### config.mk
export PLATFORM = sky130hd
export DESIGN_NAME = controle_jogo
export DESIGN_NICKNAME = d
export VERILOG_FILES = /design/src/rtl/pkg_blackjack.sv /design/src/rtl/detector_borda.sv /design/src/rtl/controle_jogo.sv
export SDC_FILE = /design/constraint.sdc
export NUM_CORES = 1
export LEC_CHECK = 0
export CAP_MARGIN = 20
export CORE_MARGIN = 2
export CORE_UTILIZATION = 25
export DETAILED_ROUTE_END_ITERATION = 7
export SKIP_LAST_GASP = 1
export SYNTH_ARGS = -nofsm -noshare
export SYNTH_HDL_FRONTEND = slang
export SYNTH_SLANG_ARGS = --single-unit
### constraint.sdc
create_clock -name clock -period 2 [get_ports clock]
set_clock_uncertainty 0.1 [all_clocks]
set_input_delay 0.4 -clock clock [delete_from_list [all_inputs] [get_ports clock]]
set_output_delay 0.4 -clock clock [all_outputs]
set_load 0.01 [all_outputs]
### src/rtl/pkg_blackjack.sv
// pkg_blackjack -- shared types and constants for the blackjack round controller.
//   estado_t             : 4-bit state encoding, also exported on the estado debug port
//   LIMITE_21            : bust threshold (a hand above this loses)
//   DEALER_LIMITE_PADRAO : default dealer stand threshold
//   estourou()           : unsigned 6-bit bust test
package pkg_blackjack;

    typedef enum logic [3:0] {
        INICIO      = 4'd0,
        LIMPA       = 4'd1,
        DIST_J1     = 4'd2,
        DIST_D1     = 4'd3,
        DIST_J2     = 4'd4,
        DIST_D2     = 4'd5,
        VEZ_JOGADOR = 4'd6,
        COMPRA_J    = 4'd7,
        VEZ_DEALER  = 4'd8,
        COMPRA_D    = 4'd9,
        COMPARA     = 4'd10,
        FIM         = 4'd11,
        ERRO        = 4'd12
    } estado_t;

    localparam logic [5:0] LIMITE_21            = 6'd21;
    localparam int         DEALER_LIMITE_PADRAO = 17;

    function automatic logic estourou(input logic [5:0] pts);
        return pts > LIMITE_21;
    endfunction

endpackage

### src/rtl/detector_borda.sv
// detector_borda -- 1-bit rising-edge detector.
//   clock, reset : rising-edge clock, synchronous active-high reset
//   din          : level input
//   borda        : high for the single cycle in which din is first seen high
// The previous-value register clears on reset, so a level already high when
// reset releases counts as an edge.
module detector_borda (
    input  logic clock,
    input  logic reset,
    input  logic din,
    output logic borda
);

    logic ant_q, ant_d;

    always_comb ant_d = din;

    always_ff @(posedge clock) begin
        if (reset) ant_q <= 1'b0;
        else       ant_q <= ant_d;
    end

    assign borda = din & ~ant_q;

endmodule

### src/rtl/controle_jogo.sv
// controle_jogo -- blackjack round controller.
//   clock, reset              : rising-edge clock, synchronous active-high reset
//   iniciar, hit, stay        : player levels, acted on at their rising edges
//   cartaok, pts_jogador/dealer : scoring block handshake and scores
//   pjogador, pdealer         : card requests (never both high)
//   nova_rodada               : one-cycle clear pulse for the scoring block
//   vitoria/derrota/empate    : registered round result, held through FIM
//   erro                      : cartaok timeout, sticky until reset
//   estado                    : current state encoding
// Parameters: DEALER_LIMITE (dealer draws below it), TIMEOUT_CICLOS (cartaok wait).
// Optional macro BLACKJACK_NATURAL_EN: resolve a natural 21 right after the deal.
module controle_jogo
    import pkg_blackjack::*;
#(
    parameter int DEALER_LIMITE  = DEALER_LIMITE_PADRAO,
    parameter int TIMEOUT_CICLOS = 255
) (
    input  logic       clock,
    input  logic       reset,
    input  logic       iniciar,
    input  logic       hit,
    input  logic       stay,
    input  logic       cartaok,
    input  logic [5:0] pts_jogador,
    input  logic [5:0] pts_dealer,
    output logic       pjogador,
    output logic       pdealer,
    output logic       nova_rodada,
    output logic       vitoria,
    output logic       derrota,
    output logic       empate,
    output logic       erro,
    output logic [3:0] estado
);

    logic borda_iniciar, borda_hit, borda_stay;

    detector_borda u_borda_iniciar (.clock(clock), .reset(reset), .din(iniciar), .borda(borda_iniciar));
    detector_borda u_borda_hit     (.clock(clock), .reset(reset), .din(hit),     .borda(borda_hit));
    detector_borda u_borda_stay    (.clock(clock), .reset(reset), .din(stay),    .borda(borda_stay));

    estado_t    estado_q, estado_d;
    logic       pjogador_q, pjogador_d;
    logic       pdealer_q, pdealer_d;
    logic       nova_q, nova_d;
    logic       vitoria_q, vitoria_d;
    logic       derrota_q, derrota_d;
    logic       empate_q, empate_d;
    logic       erro_q, erro_d;
    logic [7:0] espera_q, espera_d;

    logic       req_ativo, hs_feito, hs_estado, hs_jog;
    logic [7:0] espera_inc;

    always_comb begin
        estado_d   = estado_q;
        pjogador_d = pjogador_q;
        pdealer_d  = pdealer_q;
        vitoria_d  = vitoria_q;
        derrota_d  = derrota_q;
        empate_d   = empate_q;
        erro_d     = erro_q;
        hs_estado  = 1'b0;
        hs_jog     = 1'b0;

        req_ativo  = pjogador_q | pdealer_q;
        hs_feito   = req_ativo & cartaok;
        espera_inc = espera_q + 8'd1;

        // Wait counter: runs while a request is unanswered, holds on the
        // answering cycle, clears once the request is down.
        espera_d = 8'd0;
        if (req_ativo && !cartaok) espera_d = espera_inc;
        else if (req_ativo)        espera_d = espera_q;

        case (estado_q)
            DIST_J1, DIST_J2, COMPRA_J: begin hs_estado = 1'b1; hs_jog = 1'b1; end
            DIST_D1, DIST_D2, COMPRA_D: hs_estado = 1'b1;
            default: ;
        endcase

        // Shared handshake: drop on cartaok; a state entered right after a
        // completed handshake raises its request only once cartaok is seen low.
        if (hs_estado) begin
            if (req_ativo) begin
                if (cartaok) begin
                    pjogador_d = 1'b0;
                    pdealer_d  = 1'b0;
                end
            end else begin
                pjogador_d = hs_jog & ~cartaok;
                pdealer_d  = ~hs_jog & ~cartaok;
            end
        end

        case (estado_q)
            INICIO: if (borda_iniciar) estado_d = LIMPA;
            LIMPA: begin
                estado_d   = DIST_J1;
                pjogador_d = ~cartaok;
            end
            DIST_J1: if (hs_feito) estado_d = DIST_D1;
            DIST_D1: if (hs_feito) estado_d = DIST_J2;
            DIST_J2: if (hs_feito) estado_d = DIST_D2;
            DIST_D2: if (hs_feito) begin
`ifdef BLACKJACK_NATURAL_EN
                if (pts_jogador == LIMITE_21 && pts_dealer == LIMITE_21) begin
                    estado_d  = FIM;
                    vitoria_d = 1'b0;
                    derrota_d = 1'b0;
                    empate_d  = 1'b1;
                end else if (pts_jogador == LIMITE_21) begin
                    estado_d  = FIM;
                    vitoria_d = 1'b1;
                    derrota_d = 1'b0;
                    empate_d  = 1'b0;
                end else begin
                    estado_d = VEZ_JOGADOR;
                end
`else
                estado_d = VEZ_JOGADOR;
`endif
            end
            VEZ_JOGADOR: begin
                // stay has priority when both edges land together
                if (borda_stay) begin
                    estado_d = VEZ_DEALER;
                end else if (borda_hit) begin
                    estado_d   = COMPRA_J;
                    pjogador_d = ~cartaok;
                end
            end
            COMPRA_J: if (hs_feito) begin
                if (estourou(pts_jogador)) begin
                    estado_d  = FIM;
                    vitoria_d = 1'b0;
                    derrota_d = 1'b1;
                    empate_d  = 1'b0;
                end else begin
                    estado_d = VEZ_JOGADOR;
                end
            end
            VEZ_DEALER: begin
                if (pts_dealer < 6'(DEALER_LIMITE)) begin
                    estado_d  = COMPRA_D;
                    pdealer_d = ~cartaok;
                end else begin
                    estado_d = COMPARA;
                end
            end
            COMPRA_D: if (hs_feito) estado_d = VEZ_DEALER;
            COMPARA: begin
                estado_d  = FIM;
                vitoria_d = 1'b0;
                derrota_d = 1'b0;
                empate_d  = 1'b0;
                if (estourou(pts_dealer))            vitoria_d = 1'b1;
                else if (pts_jogador > pts_dealer)   vitoria_d = 1'b1;
                else if (pts_jogador < pts_dealer)   derrota_d = 1'b1;
                else                                 empate_d  = 1'b1;
            end
            FIM:  if (borda_iniciar) estado_d = LIMPA;
            ERRO: estado_d = ERRO;
            default: estado_d = INICIO;
        endcase

        if (estado_d == LIMPA) begin
            vitoria_d = 1'b0;
            derrota_d = 1'b0;
            empate_d  = 1'b0;
        end

        // Timeout overrides whatever the handshake state wanted this cycle.
        if (req_ativo && !cartaok && espera_inc == 8'(TIMEOUT_CICLOS)) begin
            estado_d   = ERRO;
            pjogador_d = 1'b0;
            pdealer_d  = 1'b0;
        end

        if (estado_d == ERRO) erro_d = 1'b1;
        nova_d = (estado_d == LIMPA);
    end

    always_ff @(posedge clock) begin
        if (reset) begin
            estado_q   <= INICIO;
            pjogador_q <= 1'b0;
            pdealer_q  <= 1'b0;
            nova_q     <= 1'b0;
            vitoria_q  <= 1'b0;
            derrota_q  <= 1'b0;
            empate_q   <= 1'b0;
            erro_q     <= 1'b0;
            espera_q   <= 8'd0;
        end else begin
            estado_q   <= estado_d;
            pjogador_q <= pjogador_d;
            pdealer_q  <= pdealer_d;
            nova_q     <= nova_d;
            vitoria_q  <= vitoria_d;
            derrota_q  <= derrota_d;
            empate_q   <= empate_d;
            erro_q     <= erro_d;
            espera_q   <= espera_d;
        end
    end

    assign pjogador    = pjogador_q;
    assign pdealer     = pdealer_q;
    assign nova_rodada = nova_q;
    assign vitoria     = vitoria_q;
    assign derrota     = derrota_q;
    assign empate      = empate_q;
    assign erro        = erro_q;
    assign estado      = estado_q;

endmodule
After elaboration in Yosys (flattened, before gate mapping)
Index checks and enable logic that the tools add are counted.
{ "totals": {"in_bits": 18, "ff_bits": 22, "output_inout_bits": 11, "wordCells": 103} }
{ "classes": {"addsub": 1, "n_mux": 43, "n_lt_le_gt_ge": 5, "n_eq_ne": 19, "bitwise": 12, "n_reduce_logical": 11} }
{ "op_table": {"columns": ["cell", "count"], "rows": [
  ["4-bit case mux with 12 select lines", 1],
  ["4-bit 2-to-1 mux", 11],
  ["4-bit equality test, second input constant", 6],
  ["1-bit 2-to-1 mux", 24],
  ["4-bit by 3-bit equality test with 1-bit output, second input constant", 4],
  ["8-bit 2-to-1 mux", 2],
  ["4-bit by 1-bit equality test with 1-bit output, second input constant", 3],
  ["6-bit by 5-bit > comparator with 1-bit output, second input constant", 2],
  ["8-bit by 1-bit adder with 8-bit output, second input constant", 1],
  ["4-bit by 2-bit equality test with 1-bit output, second input constant", 2],
  ["8-bit equality test, second input constant", 1],
  ["1-bit case mux with 2 select lines", 4],
  ["1-bit AND", 6],
  ["6-bit > comparator", 1],
  ["6-bit by 5-bit less-than comparator with 1-bit output, second input constant", 1],
  ["6-bit less-than comparator", 1],
  ["2-bit OR reduction", 3],
  ["6-bit OR reduction", 1],
  ["1-bit NOT", 5],
  ["4-bit zero test", 1],
  ["2-bit != test, second input constant", 2],
  ["3-bit AND reduction", 1],
  ["3-bit OR reduction", 1],
  ["1-bit logical AND", 2],
  ["other kinds (5)", 5]
]} }

Longest topological paths before layout
{ "depth": {"depth_word": 9, "mapped_depth": 7, "mapped_depth_nobuf": 7} }

Cells and area by module
From an unflattened synthesis, not the netlist that was laid out.
{ "unflattened": {"hier_cells": 190, "area_unflattened_um2": 1616.6} }
{ "modules_own_cells": {"columns": ["mod", "area_per_inst_um2", "cells_per_inst", "n_inst"], "rows": [
  ["controle_jogo", 1473.9, 181, 1],
  ["detector_borda", 47.5, 3, 3]
]} }

Worst setup path before layout
Ideal clock, no wire load.
{ "synth_timing": {"kind": "input port to flip-flop", "from": "input pts_dealer[2]", "to": "register derrota_q (netlist: derrota)", "required_ns": 1.764, "path_stages": 5, "setup_slack_ns": 0.217, "arrival_time_ns": 1.547, "path_cell_list": "o41a_1 -> o21bai_1 -> o41ai_2 -> nor4b_4 -> a211oi_1"} }
{ "synth_between": {"elab_chain_cells": 5, "word_cells_on_any_way": 12, "cone_classes": "4 x order compare; 1 x eq/ne; 6 x mux; 1 x reduce/logical"} }
{ "synth_rtl": {"columns": ["item", "line", "source"], "rows": [
  ["start: declaration", "controle_jogo.sv:25", "input logic [5:0] pts_dealer,"],
  ["6-bit by 5-bit less-than comparator with 1-bit output or 6-bit less-than comparator (tied branches)", "controle_jogo.sv:144, controle_jogo.sv:159", null],
  ["2-bit 2-to-1 mux or 1-bit 2-to-1 mux (tied branches)", "controle_jogo.sv:144, controle_jogo.sv:159", null],
  ["4-bit case mux with 12 select lines or 1-bit 2-to-1 mux (tied branches)", "controle_jogo.sv:96, controle_jogo.sv:158", null],
  ["4-bit by 1-bit equality test with 1-bit output or 1-bit 2-to-1 mux (tied branches)", "controle_jogo.sv:167, controle_jogo.sv:157", null],
  ["2-bit OR reduction (no source line) or 1-bit case mux with 2 select lines (tied branches)", null, null],
  ["end signal: assignment", "controle_jogo.sv:201", "derrota_q <= derrota_d;"],
  ["end: declaration", "controle_jogo.sv:47", "logic derrota_q, derrota_d;"]
]} }
Several ways; a longest one is shown, not always the timed one.
A chain may end at the register's enable or synchronous reset.

Worst setup path in the final report
{ "layout_timing": {"from": "input pts_dealer[1]", "to": "register nova_q (netlist: nova_rodada)"} }
{ "layout_between": {"elab_chain_cells": 5} }
{ "layout_rtl": {"columns": ["item", "line", "source"], "rows": [
  ["6-bit by 5-bit less-than comparator with 1-bit output", "controle_jogo.sv:144", "if (pts_dealer < 6'(DEALER_LIMITE)) begin"],
  ["2-bit 2-to-1 mux", "controle_jogo.sv:144", null],
  ["4-bit case mux with 12 select lines", "controle_jogo.sv:96", "case (estado_q)"],
  ["4-bit 2-to-1 mux", "controle_jogo.sv:174", "if (req_ativo && !cartaok && espera_inc == 8'(TIMEOUT_CICLOS)) begin"],
  ["4-bit by 1-bit equality test with 1-bit output", "controle_jogo.sv:181", "nova_d = (estado_d == LIMPA);"],
  ["end signal: assignment", "controle_jogo.sv:199", "nova_q <= nova_d;"],
  ["end: declaration", "controle_jogo.sv:45", "logic nova_q, nova_d;"]
]} }
No other way between the ends.

==> results_dict.tcl <==
set metrics [dict create \
    ctsLongestPathBuffers 2 \
    synth_nets 222 \
    fin_ws_ns 0.06801 \
    start_util 0.2572 \
    r2r-end "nova_rodada" \
    synth_flop_cell "dfxtp_1" \
    drt_wl_total_mm 4.384 \
    ys_types 52 \
    antenna_found_initial 0 \
    arrival_ns 2.03 \
    drtIter0Drc 122 \
    cts_made_buffers 3 \
    regMostFlops "espera_q" \
    grt-ovfl-total 0 \
    end_kind "flop" \
    syn2layout_area_growth_pct 42.14 \
    postSynthCellCount 196 \
    clkLatencyLatePin_ns 0.26 \
    cp.required_ns 2.10 \
    hold_buffers 0 \
    period_needed_ns 1.932 \
    ir_drop_v 0.0003871 \
    num_antenna_cells 0 \
    drt-vias-per-instance 4.951 \
    hold-worst-slack_ns 0.3573 \
    num-nets-final 279 \
    async_flop_share 0 \
    drv_slew 0 \
    ys_ff_latch 22 \
    rsz0062_at_grt "true" \
    yosys-top-cells-count "22 x dfxtp_1, 17 x nor2_1, 14 x a21oi_1" \
    finalHoldViolations 0 \
    place_ws_ns -0.3865 \
    die_h_um 84.60 \
    critical_path_class "in -> reg" \
    cellPowerDensity_nw_per_um2 455.5 \
    r2r_start "estado[0]" \
    worstSetupStartpointType "input port" \
    drive_gt1_frac 0.2470 \
    grt_max_degree 12 \
    hpwl_mm 3.497 \
    cts_root_buf "clkbuf_8" \
    fp.dieArea_um2 7157 \
    place.gp.congestion 0.8065 \
    hold_path.class "in -> reg" \
    yosys-top-cells-area "dfxtp_1 27%, ha_1 6.2%, a21oi_1 4.3%" \
    timing.reg2reg.setup_slack_ns 0.13 \
    max-slew-margin-rel 0.6090 \
    fp.dieW_um 84.60 \
    drv_cap 0 \
    synth_edf_count 0 \
    synth_most_common_cell "dfxtp_1" \
    fin_util 0.3656 \
    synth_area_leader_cell "dfxtp_1" \
    critPathCapture "nova_rodada" \
    finalSetupViolations 0 \
    syn_area_per_cell_um2 8.286 \
    grt_pass1_wl_mm 7.472 \
    fin_crit_sh 0.9660 \
    synth_top_area_frac 0.2712 \
    dr.pass1.iters 4 \
    status "finished clean" \
    fill_cells 664 \
    final_antenna_net_count 0 \
    clkTransAtPathRegs_ns 0.07 \
    wire_per_inst_um 13.37 \
    netlist_area_um2 1624 \
    ff2ff_path_depth 6 \
    core_um2 6314 \
    worstPathMaxFanout 4 \
    htreeDepth 1 \
    num_io_pins 29 \
    globalRouteTotalUtil 0.1253 \
    drc 0 \
    yosys_warnings 0 \
    p_leak_nw 0.9361 \
    synth_seq_area_share 0.2712 \
    vias 1624 \
    largest_reg_flops 8 \
    critPathLaunch "pts_dealer[1]" \
    fmax_mhz 517.6 \
    clock_sinks 22 \
    cts_tree "built" \
    p_total_mw 1.052 \
    grt_pass1_vias 1618 \
    portBuffers 28 \
    worstMarginPinSlew_ns 0.5853 \
    rows 29 \
]
==> kinds of logic (layout without fill, tap and decap cells) <==
kind of cell	count (synthesis)	count (layout)	share of synthesized area
buf+inv	23	78	0.06856
simple gates	72	72	0.2773
compound gates	61	61	0.2666
flops	22	22	0.2712
fa+ha+maj	8	8	0.06164
mux	1	1	0.006164
xor+xnor	9	9	0.04853
==> layer usage <==
metal,track usage,share of wire,vias up
met2,0.2147,0.51,15
li1,-,-,836
met4,0.03896,0.011,0
met5,0,0,-
met1,0.1636,0.46,769
met3,0.01573,0.023,4
==> how the worst min path moves through the flow <==
stage,start,to,cells after the start
floorplan,espera_q[7],espera_q[7],2
global route,stay,u_borda_stay.ant_q,2
CTS,empate,empate,2
global placement,empate,empate,2
finish,stay,u_borda_stay.ant_q,2
detailed placement,empate,empate,2
==> worst max-delay path, stage by stage <==
cell and delay (ns):
dlygate4sd2_1 0.26, o41a_1 0.47, o21bai_2 0.20, o41ai_4 0.12, nor4b_4 0.38, and3b_1 0.20
==> cell usage in the layout (no fill, tap or decap), types with 3 or more instances in the layout <==
cell,Yosys,final
nand2b_1,4,4
nor2b_1,10,10
o21ai_1,3,3
clkbuf_8,0,3
nor3_2,2,3
nand4_1,3,3
o211ai_1,5,5
a21oi_1,14,13
nor2_1,17,17
xnor2_1,5,5
nand3_1,7,6
o22ai_1,3,3
xor2_1,4,4
nand2_1,9,9
dlymetal6s2s_1,0,3
ha_1,8,7
inv_1,13,12
o21ai_0,8,8
dfxtp_2,0,4
a21o_1,3,3
dlygate4sd2_1,0,9
dfxtp_1,22,18
clkdlybuf4s50_1,0,16
buf_4,2,34
==> timing repair <==
item / CTS / global route
hold endpoints to repair: 0 / 0
buffers inserted: 1 / 0
pin swaps: 7 / 7
endpoints found under the setup margin: 4 / 6
resized for setup: 16 / 12
gates cloned: 0 / 0
==> where the power goes <==
| group | leakage (nW) | switching (mW) | internal (mW) | total, mW |
|---|---|---|---|---|
| clock network | 0.0216 | 0.131 | 0.134 | 0.265 |
| registers | 0.180 | 0.0182 | 0.453 | 0.472 |
| logic | 0.734 | 0.154 | 0.161 | 0.315 |
==> area by class of cell <==
class / count / area, um2 / share of cell area
Multi-Input combinational cell: 151 / 1145 / 0.4959
Timing Repair Buffer: 62 / 531.8 / 0.2304
Sequential cell: 22 / 445.4 / 0.1930
Tap cell: 77 / 96.34 / 0.04173
Inverter: 13 / 48.80 / 0.02114
Clock buffer: 3 / 41.29 / 0.01789
==> per-stage QoR <==
| step | area, um2 | setup TNS (ns) | std cells |
|---|---|---|---|
| final | 2308 | 0 | 328 |
| after global routing | 2308 | -0.005766 | 328 |
| after CTS | 2265 | -0.007413 | 328 |
| after detailed placement | 2186 | -2.078 | 324 |
| after global placement | 2186 | -1.999 | 324 |
| after floorplan | 1624 | 0 | 196 |
Note: power is estimated with default switching activity, not from simulation.
